<file path="src/rtl/gobou_serial_pkg.sv">
// Shared gobou parameters and serializer state encodings.
package gobou_serial_pkg;
  localparam int GOBOU_DWIDTH_DEF  = 16;
  localparam int GOBOU_CORE_DEF    = 16;
  localparam int GOBOU_CORELOG_DEF = 4;

  localparam logic [0:0] ST_IDLE  = 1'b0;
  localparam logic [0:0] ST_SHIFT = 1'b1;
endpackage

</file>
<file path="src/rtl/gobou_serial_buf.sv">
// One lane-group register: packed lane data plus its clamped lane count.
// Captures on load; otherwise holds. Cleared by asynchronous reset.
module gobou_serial_buf
  import gobou_serial_pkg::*;
#(
  parameter int DWIDTH        = GOBOU_DWIDTH_DEF,
  parameter int GOBOU_CORE    = GOBOU_CORE_DEF,
  parameter int GOBOU_CORELOG = GOBOU_CORELOG_DEF
) (
  input  logic                           clk,
  input  logic                           xrst,
  input  logic                           load,
  input  logic [GOBOU_CORE*DWIDTH-1:0]   load_data,
  input  logic [GOBOU_CORELOG:0]         load_cnt,
  output logic [GOBOU_CORE*DWIDTH-1:0]   data,
  output logic [GOBOU_CORELOG:0]         cnt
);

  always_ff @(posedge clk or negedge xrst) begin
    if (!xrst) begin
      data <= '0;
      cnt  <= '0;
    end else if (load) begin
      data <= load_data;
      cnt  <= load_cnt;
    end
  end

endmodule

</file>
<file path="src/rtl/gobou_serial.sv">
// Lane-group serializer: loads GOBOU_CORE lanes, emits lane_cnt beats, first beat 1 cycle after load.
// Valid/ready output; GOBOU_SERIAL_SKID_EN adds a second group buffer so one load can queue behind the current group.
module gobou_serial
  import gobou_serial_pkg::*;
#(
  parameter int DWIDTH        = GOBOU_DWIDTH_DEF,
  parameter int GOBOU_CORE    = GOBOU_CORE_DEF,
  parameter int GOBOU_CORELOG = GOBOU_CORELOG_DEF
) (
  input  logic                          clk,
  input  logic                          xrst,
  input  logic                          serial_we,
  input  logic [GOBOU_CORE*DWIDTH-1:0]  in_data,
  input  logic [GOBOU_CORELOG:0]        lane_cnt,
  input  logic                          out_ready,
  output logic                          out_valid,
  output logic signed [DWIDTH-1:0]      write_result,
  output logic                          out_last,
  output logic                          busy,
  output logic                          overrun
);

  localparam int CW = GOBOU_CORELOG + 1;
  localparam int IW = GOBOU_CORELOG;
  localparam int GW = GOBOU_CORE * DWIDTH;
  localparam logic [CW-1:0] CORE_CNT = CW'(GOBOU_CORE);
`ifdef GOBOU_SERIAL_SKID_EN
  localparam bit SKID_EN = 1'b1;
`else
  localparam bit SKID_EN = 1'b0;
`endif

  logic [0:0]    state_q;
  logic [IW-1:0] idx_q;
  logic          overrun_q;
  logic          skid_full_q, skid_full_d;
  logic [CW-1:0] cnt_clamp;
  logic          load_req, beat_acc, final_beat;
  logic          restart, go_idle, set_overrun;
  logic          buf0_ld;
  logic [GW-1:0] buf0_din, cur_data, skid_data;
  logic [CW-1:0] buf0_cin, cur_cnt, skid_cnt;

  assign cnt_clamp  = (lane_cnt > CORE_CNT) ? CORE_CNT : lane_cnt;
  assign load_req   = serial_we && (lane_cnt != '0);
  assign out_valid  = (state_q == ST_SHIFT);
  assign out_last   = out_valid && ({1'b0, idx_q} == (cur_cnt - CW'(1)));
  assign beat_acc   = out_valid && out_ready;
  assign final_beat = beat_acc && out_last;
  assign busy       = out_valid;
  assign overrun    = overrun_q;
  assign write_result = out_valid ? cur_data[idx_q*DWIDTH +: DWIDTH] : '0;

  // A load that lands on the final-beat handshake refills the active buffer with no bubble.
  always_comb begin
    buf0_ld     = 1'b0;
    buf0_din    = in_data;
    buf0_cin    = cnt_clamp;
    skid_full_d = skid_full_q;
    restart     = 1'b0;
    go_idle     = 1'b0;
    set_overrun = 1'b0;
    if (state_q == ST_IDLE) begin
      if (load_req) begin
        buf0_ld = 1'b1;
        restart = 1'b1;
      end
    end else if (final_beat) begin
      if (skid_full_q) begin
        buf0_ld     = 1'b1;
        buf0_din    = skid_data;
        buf0_cin    = skid_cnt;
        restart     = 1'b1;
        skid_full_d = load_req;
      end else if (load_req) begin
        buf0_ld = 1'b1;
        restart = 1'b1;
      end else begin
        go_idle = 1'b1;
      end
    end else if (load_req) begin
      if (SKID_EN && !skid_full_q) skid_full_d = 1'b1;
      else                         set_overrun = 1'b1;
    end
  end

  always_ff @(posedge clk or negedge xrst) begin
    if (!xrst) begin
      state_q     <= ST_IDLE;
      idx_q       <= '0;
      overrun_q   <= 1'b0;
      skid_full_q <= 1'b0;
    end else begin
      skid_full_q <= skid_full_d;
      overrun_q   <= overrun_q | set_overrun;
      if (restart) begin
        state_q <= ST_SHIFT;
        idx_q   <= '0;
      end else if (go_idle) begin
        state_q <= ST_IDLE;
        idx_q   <= '0;
      end else if (beat_acc) begin
        idx_q <= idx_q + IW'(1);
      end
    end
  end

  gobou_serial_buf #(.DWIDTH(DWIDTH), .GOBOU_CORE(GOBOU_CORE), .GOBOU_CORELOG(GOBOU_CORELOG)) u_buf0 (
    .clk(clk), .xrst(xrst), .load(buf0_ld), .load_data(buf0_din), .load_cnt(buf0_cin),
    .data(cur_data), .cnt(cur_cnt)
  );

`ifdef GOBOU_SERIAL_SKID_EN
  logic skid_ld;
  assign skid_ld = load_req && (state_q == ST_SHIFT) && (final_beat ? skid_full_q : !skid_full_q);

  gobou_serial_buf #(.DWIDTH(DWIDTH), .GOBOU_CORE(GOBOU_CORE), .GOBOU_CORELOG(GOBOU_CORELOG)) u_buf1 (
    .clk(clk), .xrst(xrst), .load(skid_ld), .load_data(in_data), .load_cnt(cnt_clamp),
    .data(skid_data), .cnt(skid_cnt)
  );
`else
  assign skid_data = '0;
  assign skid_cnt  = '0;
`endif

endmodule
</file>
<file path="config.mk">
export PLATFORM = sky130hd
export DESIGN_NAME = gobou_serial
export DESIGN_NICKNAME = d
export VERILOG_FILES = /design/src/rtl/gobou_serial_pkg.sv /design/src/rtl/gobou_serial_buf.sv /design/src/rtl/gobou_serial.sv
export SDC_FILE = /design/constraint.sdc
export NUM_CORES = 1
export LEC_CHECK = 0
export ABC_AREA = 1
export BUFFER_PORTS_ARGS = -buffer_cell sky130_fd_sc_hd__buf_2
export CORE_MARGIN = 2
export CORE_UTILIZATION = 45
export CTS_BUF_LIST = sky130_fd_sc_hd__clkbuf_4 sky130_fd_sc_hd__clkbuf_8
export DETAILED_ROUTE_END_ITERATION = 7
export PLACE_DENSITY_LB_ADDON = 0.08
export SLEW_MARGIN = 20
export SYNTH_ARGS = -nofsm -noshare
export SYNTH_HDL_FRONTEND = slang
export SYNTH_SLANG_ARGS = --single-unit
</file>
<file path="constraint.sdc">
create_clock -name clk -period 2.5 [get_ports clk]
set_input_delay 0.125 -clock clk [delete_from_list [all_inputs] [get_ports clk]]
set_output_delay 0.125 -clock clk [all_outputs]
set_load 0.02 [all_outputs]
</file>
After elaboration in Yosys (flattened, before gate mapping)
Index checks and enable logic that the tools add are counted.
W data, S select, Z words.
{"block": "word_totals", "in_bits": 265, "elab_cells": 44, "output_inout_bits": 20, "reg_bits": 268}
{"block": "op_classes", "n_eq_ne": 1, "shifts": 1, "add_sub_neg": 2, "magnitude_cmp": 1, "bitwise": 1, "n_mux": 24, "n_reduce_logical": 8}
{"operator": "$mux W256", "count": 3}
{"operator": "$shiftx A256 B9 Y16", "count": 1}
{"operator": "$mux W5", "count": 4}
{"operator": "$mux W16", "count": 1}
{"operator": "$mux W1", "count": 13}
{"operator": "$mux W4", "count": 3}
{"operator": "$eq A4 B5 Y1", "count": 1}
{"operator": "$gt A5 B5 Y1 const B", "count": 1}
{"operator": "$reduce_bool A5 Y1", "count": 1}
{"operator": "$sub A5 B1 Y5 const B", "count": 1}
{"operator": "$add A4 B1 Y4 const B", "count": 1}
{"operator": "$logic_and A1 B1 Y1", "count": 4}
{"operator": "$reduce_bool A3 Y1", "count": 1}
{"operator": "$reduce_and A2 Y1", "count": 1}
{"operator": "$reduce_bool A2 Y1", "count": 1}
{"operator": "$or A1 B1 Y1", "count": 1}

Longest topological paths before layout
Gate-level depths: netlist of run 1.
{"block": "depth", "depth_word": 8, "depth_mapped": 15, "mapped_depth_nobuf": 13}

Cells and area by module
Synthesis of run 1 repeated with hierarchy kept, for this count alone.
{"block": "hier_totals", "hier_cells": 2200, "area_unflattened_um2": 14949.3}
{"module": "gobou_serial_buf", "seq_area_each_um2": 6531.3, "n_inst": 1, "cells_per_inst": 1102, "area_each_um2": 9859.5}
{"module": "gobou_serial", "seq_area_each_um2": 175.2, "n_inst": 1, "cells_per_inst": 1098, "area_each_um2": 5089.9}

Least setup slack after synthesis of run 1
No wires, ideal clock.
{"block": "synth_timing", "path_kind": "reg-to-reg", "start": "register u_buf0.cnt[0]", "end": "register u_buf0.data[86]", "n_path_buf": 2, "synth_period_minus_slack_ns": 1.995, "t_arrival_ns": 1.879, "path_slack_ns": 0.505, "path_stages_with_launch": 15, "cell_sequence": "dfrtp_1 > inv_1 > ha_1 > nand2_1 > inv_1 > nor2_1 > nand2_1 > nor2_2 > nand4_2 > buf_6 > buf_4 > nand2_1 > inv_1 > nand2_1 > nand2_1"}
{"block": "synth_via", "elab_chain_cells": 6}
{"element": "start: declaration", "line_no": "gobou_serial_buf.sv:16", "rtl": "output logic [GOBOU_CORELOG:0] cnt"}
{"element": "start signal: assignment", "line_no": "gobou_serial_buf.sv:25", "rtl": "cnt <= load_cnt;"}
{"element": "$sub A5 B1 Y5 *", "line_no": "gobou_serial.sv:47", "rtl": "assign out_last = out_valid && ({1'b0, idx_q} == (cur_cnt - CW'(1)));"}
{"element": "$eq A4 B5 Y1 *", "line_no": "gobou_serial.sv:47"}
{"element": "$logic_and A1 B1 Y1 *", "line_no": "gobou_serial.sv:47"}
{"element": "$logic_and A1 B1 Y1 *", "line_no": "gobou_serial.sv:49", "rtl": "assign final_beat = beat_acc && out_last;"}
{"element": "$mux W256 or $mux W1 (tied branches)", "line_no": "gobou_serial.sv:68", "rtl": "end else if (final_beat) begin"}
{"element": "$mux W256 or $mux W1 (tied branches)", "line_no": "gobou_serial.sv:63", "rtl": "if (state_q == ST_IDLE) begin"}
{"element": "end signal: assignment", "line_no": "gobou_serial_buf.sv:24", "rtl": "data <= load_data;"}
{"element": "end: declaration", "line_no": "gobou_serial_buf.sv:15", "rtl": "output logic [GOBOU_CORE*DWIDTH-1:0] data,"}
Every way passes the cells marked *; elsewhere a longest branch is shown, timed or not.
A chain may end at the register's enable or synchronous reset.

Worst setup path after layout of run 1
{"block": "layout_timing", "start": "register idx_q[0]", "end": "output write_result[5]"}
{"block": "layout_via", "elab_chain_cells": 2}
{"element": "start: declaration", "line_no": "gobou_serial.sv:34", "rtl": "logic [IW-1:0] idx_q;"}
{"element": "start signal: assignment", "line_no": "gobou_serial.sv:103", "rtl": "idx_q <= idx_q + IW'(1);"}
{"element": "$shiftx A256 B9 Y16", "line_no": "gobou_serial.sv:52", "rtl": "assign write_result = out_valid ? cur_data[idx_q*DWIDTH +: DWIDTH] : '0;"}
{"element": "$mux W16", "line_no": "gobou_serial.sv:52"}
{"element": "end: declaration", "line_no": "gobou_serial.sv:17", "rtl": "output logic signed [DWIDTH-1:0] write_result,"}
No other way between the ends.

==> impl_metrics.yaml, run 1 <==
clocking:
  htree_levels: 2
  cts_buffers: 48
  clk_pin_slew_ns: 0.06
  ctsLongestPathBuffers: 3
  cts_tree: "done"
  clock-sinks: 268
  cts-root-buf: "clkbuf_8"
  clk_latency_ns: 0.57
sta:
  rsz0062_at_grt: "true"
  relSlewSlack_pct: 52.5
  setup_violations: 16
  max_freq_mhz: 378
  period_minus_slack_ns: 2.64
  slew_violations: 0
  finalCritPeriodShare_pct: 106
  worst_slack_ns: -0.144
  fin_skew_ns: 0.0319
  tightest_slew_ns: 0.712
  hold_viol: 0
  hold_ws_ns: 0.178
critical_path:
  critPathRequiredTime_ns: 2.38
  worst-path-max-fanout: 6
  critPathKind: "flop to output pin"
  cp.arrival_ns: 2.52
  cp-end-kind: "output pin"
  start_kind: "flop"
  r2r_cells: 14
finish:
  layout-drive-gt1-share_pct: 18.6
  final_cell_area_um2: 21400
  nFillCells: 2870
  final_nets: 3025
  diodes: 0
  multi_input_area_um2: 6570
  synthToLayoutAreaGrowth_pct: 44.0
  seqCellArea_um2: 6710
global_routing:
  antenna_found_initial: 0
  globalRouteTotalUtil_pct: 30.1
  grt_pass1_vias: 15400
  overflow: 0
  grt_max_degree: 159
  grt_pass1_wl_mm: 80.8
synthesis:
  synthesis.nets: 2473
  synth_area_um2: 14900
  ys_seq_area_share_pct: 45.0
  yosys_warnings: 0
  syn_area_per_cell_um2: 6.75
  synth_cell_types: 29
  ys_ff_latch: 268
  syn_inst: 2206
route:
  drt_iter0_markers: 1208
  vias: 16000
  wirelength_mm: 56.2
  via_per_inst: 4.97
  drc: 0
  drt_first_pass_iters: 6
  wl_per_cell_um: 17.4
  antenna_left: 0
die:
  ioPinCount: 285
  rows: 66
  chipWidth_um: 186
  die_h_um: 186
  start_util_pct: 45.8
  core_um2: 32500
  dieArea_um2: 34600
place:
  placed_area_um2: 16700
  gp_congestion: 0.832
  pre_cts_slack_ns: 0.0494
  io_buffers: 284
  hpwl_mm: 32.4
job:
  drv_cap: 0
power:
  sw_frac_of_total_pct: 35.8
  seqPwrFrac_pct: 31.8
  power.leakage_nw: 12.8
  ir_drop_v: 0.000393
  netSwitchingPower_mw: 4.99
  clkPwrFrac_pct: 29.7
  p_int_mw: 8.96
  power_density_nw_per_um2: 651
  pwr-share-comb_pct: 38.5
status:
  violations: "negative setup slack"
  outcome: "complete, but fails checks"
hold_path:
  hold_class: "primary input to async pin"
## cells by family (layout without fill, tap and decap cells)
logic type               count (synthesis)  in the layout  share of synthesized area, %
AND/OR/NAND/NOR                       1277           1279                          32.6
buffers and inverters                  424           1000                          12.9
flip-flops                             268            268                          45.0
AO/OA/AOI/OAI                          232            232                          9.14
XOR/XNOR                                 3              3                         0.177
adder cells (fa/ha/maj)                  2              2                         0.168
## power by group through the flow
stage | Clock, mW | Sequential [mW] | Combinational, mW
finish | 4.14 | 4.44 | 5.38
global route | 4.40 | 4.44 | 5.65
CTS | 4.20 | 4.44 | 4.82
detailed placement | 0 | 4.52 | 4.00
global placement | 0 | 4.52 | 3.98
floorplan | 0 | 4.46 | 2.10
## worst paths after layout
check                                 startpoint          endpoint  slack (ns)
worst min-delay path                        xrst  u_buf0.data[101]        0.18
worst max-delay path                    idx_q[0]   write_result[5]       -0.14
worst min register to register  u_buf0.data[172]  u_buf0.data[172]        0.47
max in group asynchronous                   xrst          idx_q[2]        1.55
worst max register to register          idx_q[0]  u_buf0.data[181]        0.06
min in group clk                    in_data[154]  u_buf0.data[154]        0.37
## worst max-delay path, cell delays in order (launching register included)
cell      delay, ns
dfrtp_4        0.50
buf_12         0.16
clkinv_8       0.07
buf_16         0.12
nor2_2         0.03
o211ai_1       0.51
o211ai_1       0.20
a21oi_2        0.22
buf_6          0.14
## area by class of cell
cell class / instances / area share (%)
clock buffer: 74 / 4.37
clock inverter: 2 / 0.0467
inverter: 285 / 5.07
tap: 442 / 2.58
multi-input combinational: 1516 / 30.6
sequential: 268 / 31.3
timing repair inverter: 1 / 0.0759
timing repair buffer: 638 / 25.9
## layer usage
metal	up-vias	routed length [um]	track usage, %
met1	7587	24300	40.3
met2	595	26200	49.5
met3	125	3750	4.48
met5	-	0	0
met4	0	1980	11.0
li1	7726	-	-
## layout by cell type, fill, tap and decap left out, types with 7 or more instances in the layout
master	count
buf_4	41
nor2_1	165
clkbuf_8	61
nand3_1	17
nor2_2	9
o221ai_1	8
buf_12	14
nand2_1	1070
dlygate4sd3_1	264
o22ai_2	9
o21ai_1	26
inv_1	279
buf_16	12
a21oi_2	15
clkbuf_4	13
o21ai_2	7
buf_6	20
buf_2	268
dfrtp_1	265
o211ai_1	50
clkbuf_16	14
o21ai_0	102
## flip-flops by register name, summed over array words and instances (netlist names)
register and cells:
overrun 1, busy 1, skid_full_q 1, u_buf0.cnt 5, u_buf0.data 256, idx_q 4
## stage by stage
stage	setup TNS (ns)	util [%]	std cells	power, mW
after floorplan	0	-	2206	6.56
after global placement	0	51.4	2850	8.51
after detailed placement	0	51.4	2850	8.52
after CTS	-2.18	63.7	3205	13.5
after global routing	-2.00	65.9	3226	14.5
final	-1.21	65.9	3226	13.9
## cells in the mapped netlist (all sizes together)
library cell  number  area (um2)
a21oi             17        85.1
a31o               1        8.76
buf               89         657
clkbuf            50         188
clkinv             2        7.51
dfrtp            268        6710
ha                 2        25.0
inv              283        1060
nand2           1073        4030
nand3             19        95.1
nand3b             1        7.51
nand4              4        31.3
nor2             177         674
nor3               1        5.00
nor4               2        12.5
o211ai            50         375
o21ai            135         676
o221ai            14         123
o22ai             15        93.8
xnor2              1        8.76
xor2               2        17.5
## repair_timing
action / 4_1_cts / 5_1_grt
pin swaps: 26 / 38
setup buffers: 11 / 4
hold buffers: 264 / 0
hold endpoints to repair: 341 / 0
setup endpoints to repair: 16 / 251
resized for setup: 63 / 97
gates cloned: 4 / 18
(Power assumes the default switching activity.)
==> run 2, diff against run 1 <==
--- a/config.mk
+++ b/config.mk
@@ -8,7 +8,7 @@
 export ABC_AREA = 1
 export BUFFER_PORTS_ARGS = -buffer_cell sky130_fd_sc_hd__buf_2
 export CORE_MARGIN = 2
-export CORE_UTILIZATION = 45
+export CORE_UTILIZATION = 58
 export CTS_BUF_LIST = sky130_fd_sc_hd__clkbuf_4 sky130_fd_sc_hd__clkbuf_8
 export DETAILED_ROUTE_END_ITERATION = 7
 export PLACE_DENSITY_LB_ADDON = 0.08
==> impl_metrics.yaml, run 2 (synthesized netlist as in run 1, its figures left out) <==
status:
  outcome: "complete, but fails checks"
  violations: "negative setup slack"
power:
  ir_drop_v: 0.000586
  seqPwrFrac_pct: 32.3
  clkPwrFrac_pct: 29.4
  sw_frac_of_total_pct: 36.7
  power_density_nw_per_um2: 647
  power_mw: 13.7
  power.leakage_nw: 12.7
  netSwitchingPower_mw: 5.02
  p_int_mw: 8.67
  pwr-share-comb_pct: 38.3
finish:
  final_common_cell: "nand2_1"
  most-common-layout-cells: "nand2_1 (1,070), inv_1 (279), buf_2 (267)"
  post-route-util_pct: 84.0
  nFillCells: 1483
  final_nets: 3015
  diodes: 0
  largest_reg_flops: 256
  seqCellArea_um2: 6710
  reg_top3: "u_buf0.data: 256 flops, u_buf0.cnt: 5 flops, idx_q: 4 flops"
  synthToLayoutAreaGrowth_pct: 42.1
  multi_input_area_um2: 6550
  layout-drive-gt1-share_pct: 18.0
  regMostFlops: "u_buf0.data"
  instances_no_fill: 3104
route:
  vias: 17100
  drt_iter0_markers: 2229
  drt_first_pass_iters: 7
  antenna_left: 0
  wirelength_mm: 58.0
  via_per_inst: 5.52
  wl_per_cell_um: 18.7
  drc: 0
sta:
  tightest_slew_ns: 0.548
  hold_viol: 0
  worst_slack_ns: -0.204
  finalCritPeriodShare_pct: 108
  max_freq_mhz: 370
  fin_skew_ns: 0.00869
  setup_violations: 16
  slew_violations: 0
  hold_ws_ns: 0.0768
  rsz0062_at_grt: "true"
  period_minus_slack_ns: 2.70
  relSlewSlack_pct: 63.3
die:
  chipWidth_um: 164
  dieArea_um2: 27000
  die_h_um: 164
  rows: 58
  start_util_pct: 59.1
  ioPinCount: 285
  core_um2: 25200
clocking:
  clock-sinks: 268
  ctsLongestPathBuffers: 3
  htree_levels: 2
  clk_pin_slew_ns: 0.06
  cts-root-buf: "clkbuf_8"
  clk_latency_ns: 0.57
  cts_tree: "done"
  cts_buffers: 46
global_routing:
  grt_max_degree: 138
  grt_pass1_wl_mm: 83.2
  overflow: 0
  grt_pass1_vias: 16300
  antenna_found_initial: 0
  globalRouteTotalUtil_pct: 39.5
critical_path:
  rr_startpoint: "idx_q[1]"
  critPathRequiredTime_ns: 2.38
  cp.arrival_ns: 2.58
  r2r_cells: 14
  r2r_end: "u_buf0.data[208]"
  cp-end-kind: "output pin"
  critPathKind: "flop to output pin"
  worst-path-max-fanout: 16
  reg2reg_setup_slack_ns: 0.08
  start_kind: "flop"
hold_path:
  hold_class: "primary input to async pin"
place:
  gp_congestion: 0.893
  dp_cells: 2729
  hpwl_mm: 30.6
  io_buffers: 284
  pre_cts_slack_ns: 0.153
job:
  drv_cap: 0
==> run 2: final cells by class <==
type | instances | share of cell area (%)
tap | 330 | 1.95
timing repair buffer | 631 | 25.9
clock buffer | 68 | 3.92
inverter | 285 | 5.19
multi-input combinational | 1516 | 31.0
clock inverter | 6 | 0.302
sequential | 268 | 31.7
==> run 2: worst max path at each step <==
stage | slack [ns] | to | cells past startpoint | startpoint
final | -0.20 | write_result[13] | 7 | idx_q[0]
after global routing | -0.20 | write_result[2] | 7 | idx_q[0]
after CTS | -0.11 | write_result[11] | 9 | idx_q[0]
after detailed placement | 0.15 | u_buf0.data[149] | 14 | u_buf0.cnt[0]
after global placement | 0.23 | u_buf0.data[164] | 14 | u_buf0.cnt[0]
after floorplan | 0.50 | u_buf0.data[86] | 14 | u_buf0.cnt[0]
==> run 2: per-stage QoR <==
stage	area, um2	TNS (ns)
2_1_floorplan	14900	0
3_3_place_gp	16600	0
3_5_place_dp	16600	0
4_1_cts	20600	-1.11
5_1_grt	21200	-2.91
6_report	21200	-1.90
==> run 2: timing repair <==
item | CTS | global route
hold buffers | 264 | 0
gates cloned | 5 | 14
buffers inserted | 11 | 7
endpoints found under the hold margin | 416 | 0
pin swaps | 37 | 40
setup endpoints to repair | 16 | 228
gates resized for setup | 82 | 43
==> run 2: power groups by stage <==
stage | Clock, mW | Combinational, mW | Sequential (mW)
floorplan | 0 | 2.10 | 4.46
global placement | 0 | 3.78 | 4.52
detailed placement | 0 | 3.80 | 4.52
CTS | 4.01 | 4.73 | 4.42
global route | 4.20 | 5.46 | 4.42
finish | 4.03 | 5.24 | 4.42
==> run 2: worst max-delay path, stage by stage, from the launching register on <==
cell	delay [ns]
dfrtp_4	0.42
buf_4	0.20
buf_12	0.17
o21ai_0	0.10
o211ai_1	0.49
nand3_1	0.17
a21oi_2	0.27
buf_4	0.19
==> run 2: routing by layer <==
metal  track usage, %  routed length [um]  up-vias
met5                0                   0        -
met4             19.7                3140        0
met3             7.90                6340      245
met2             63.6               26900     1221
met1             50.9               21600     7969
li1                 -                   -     7704
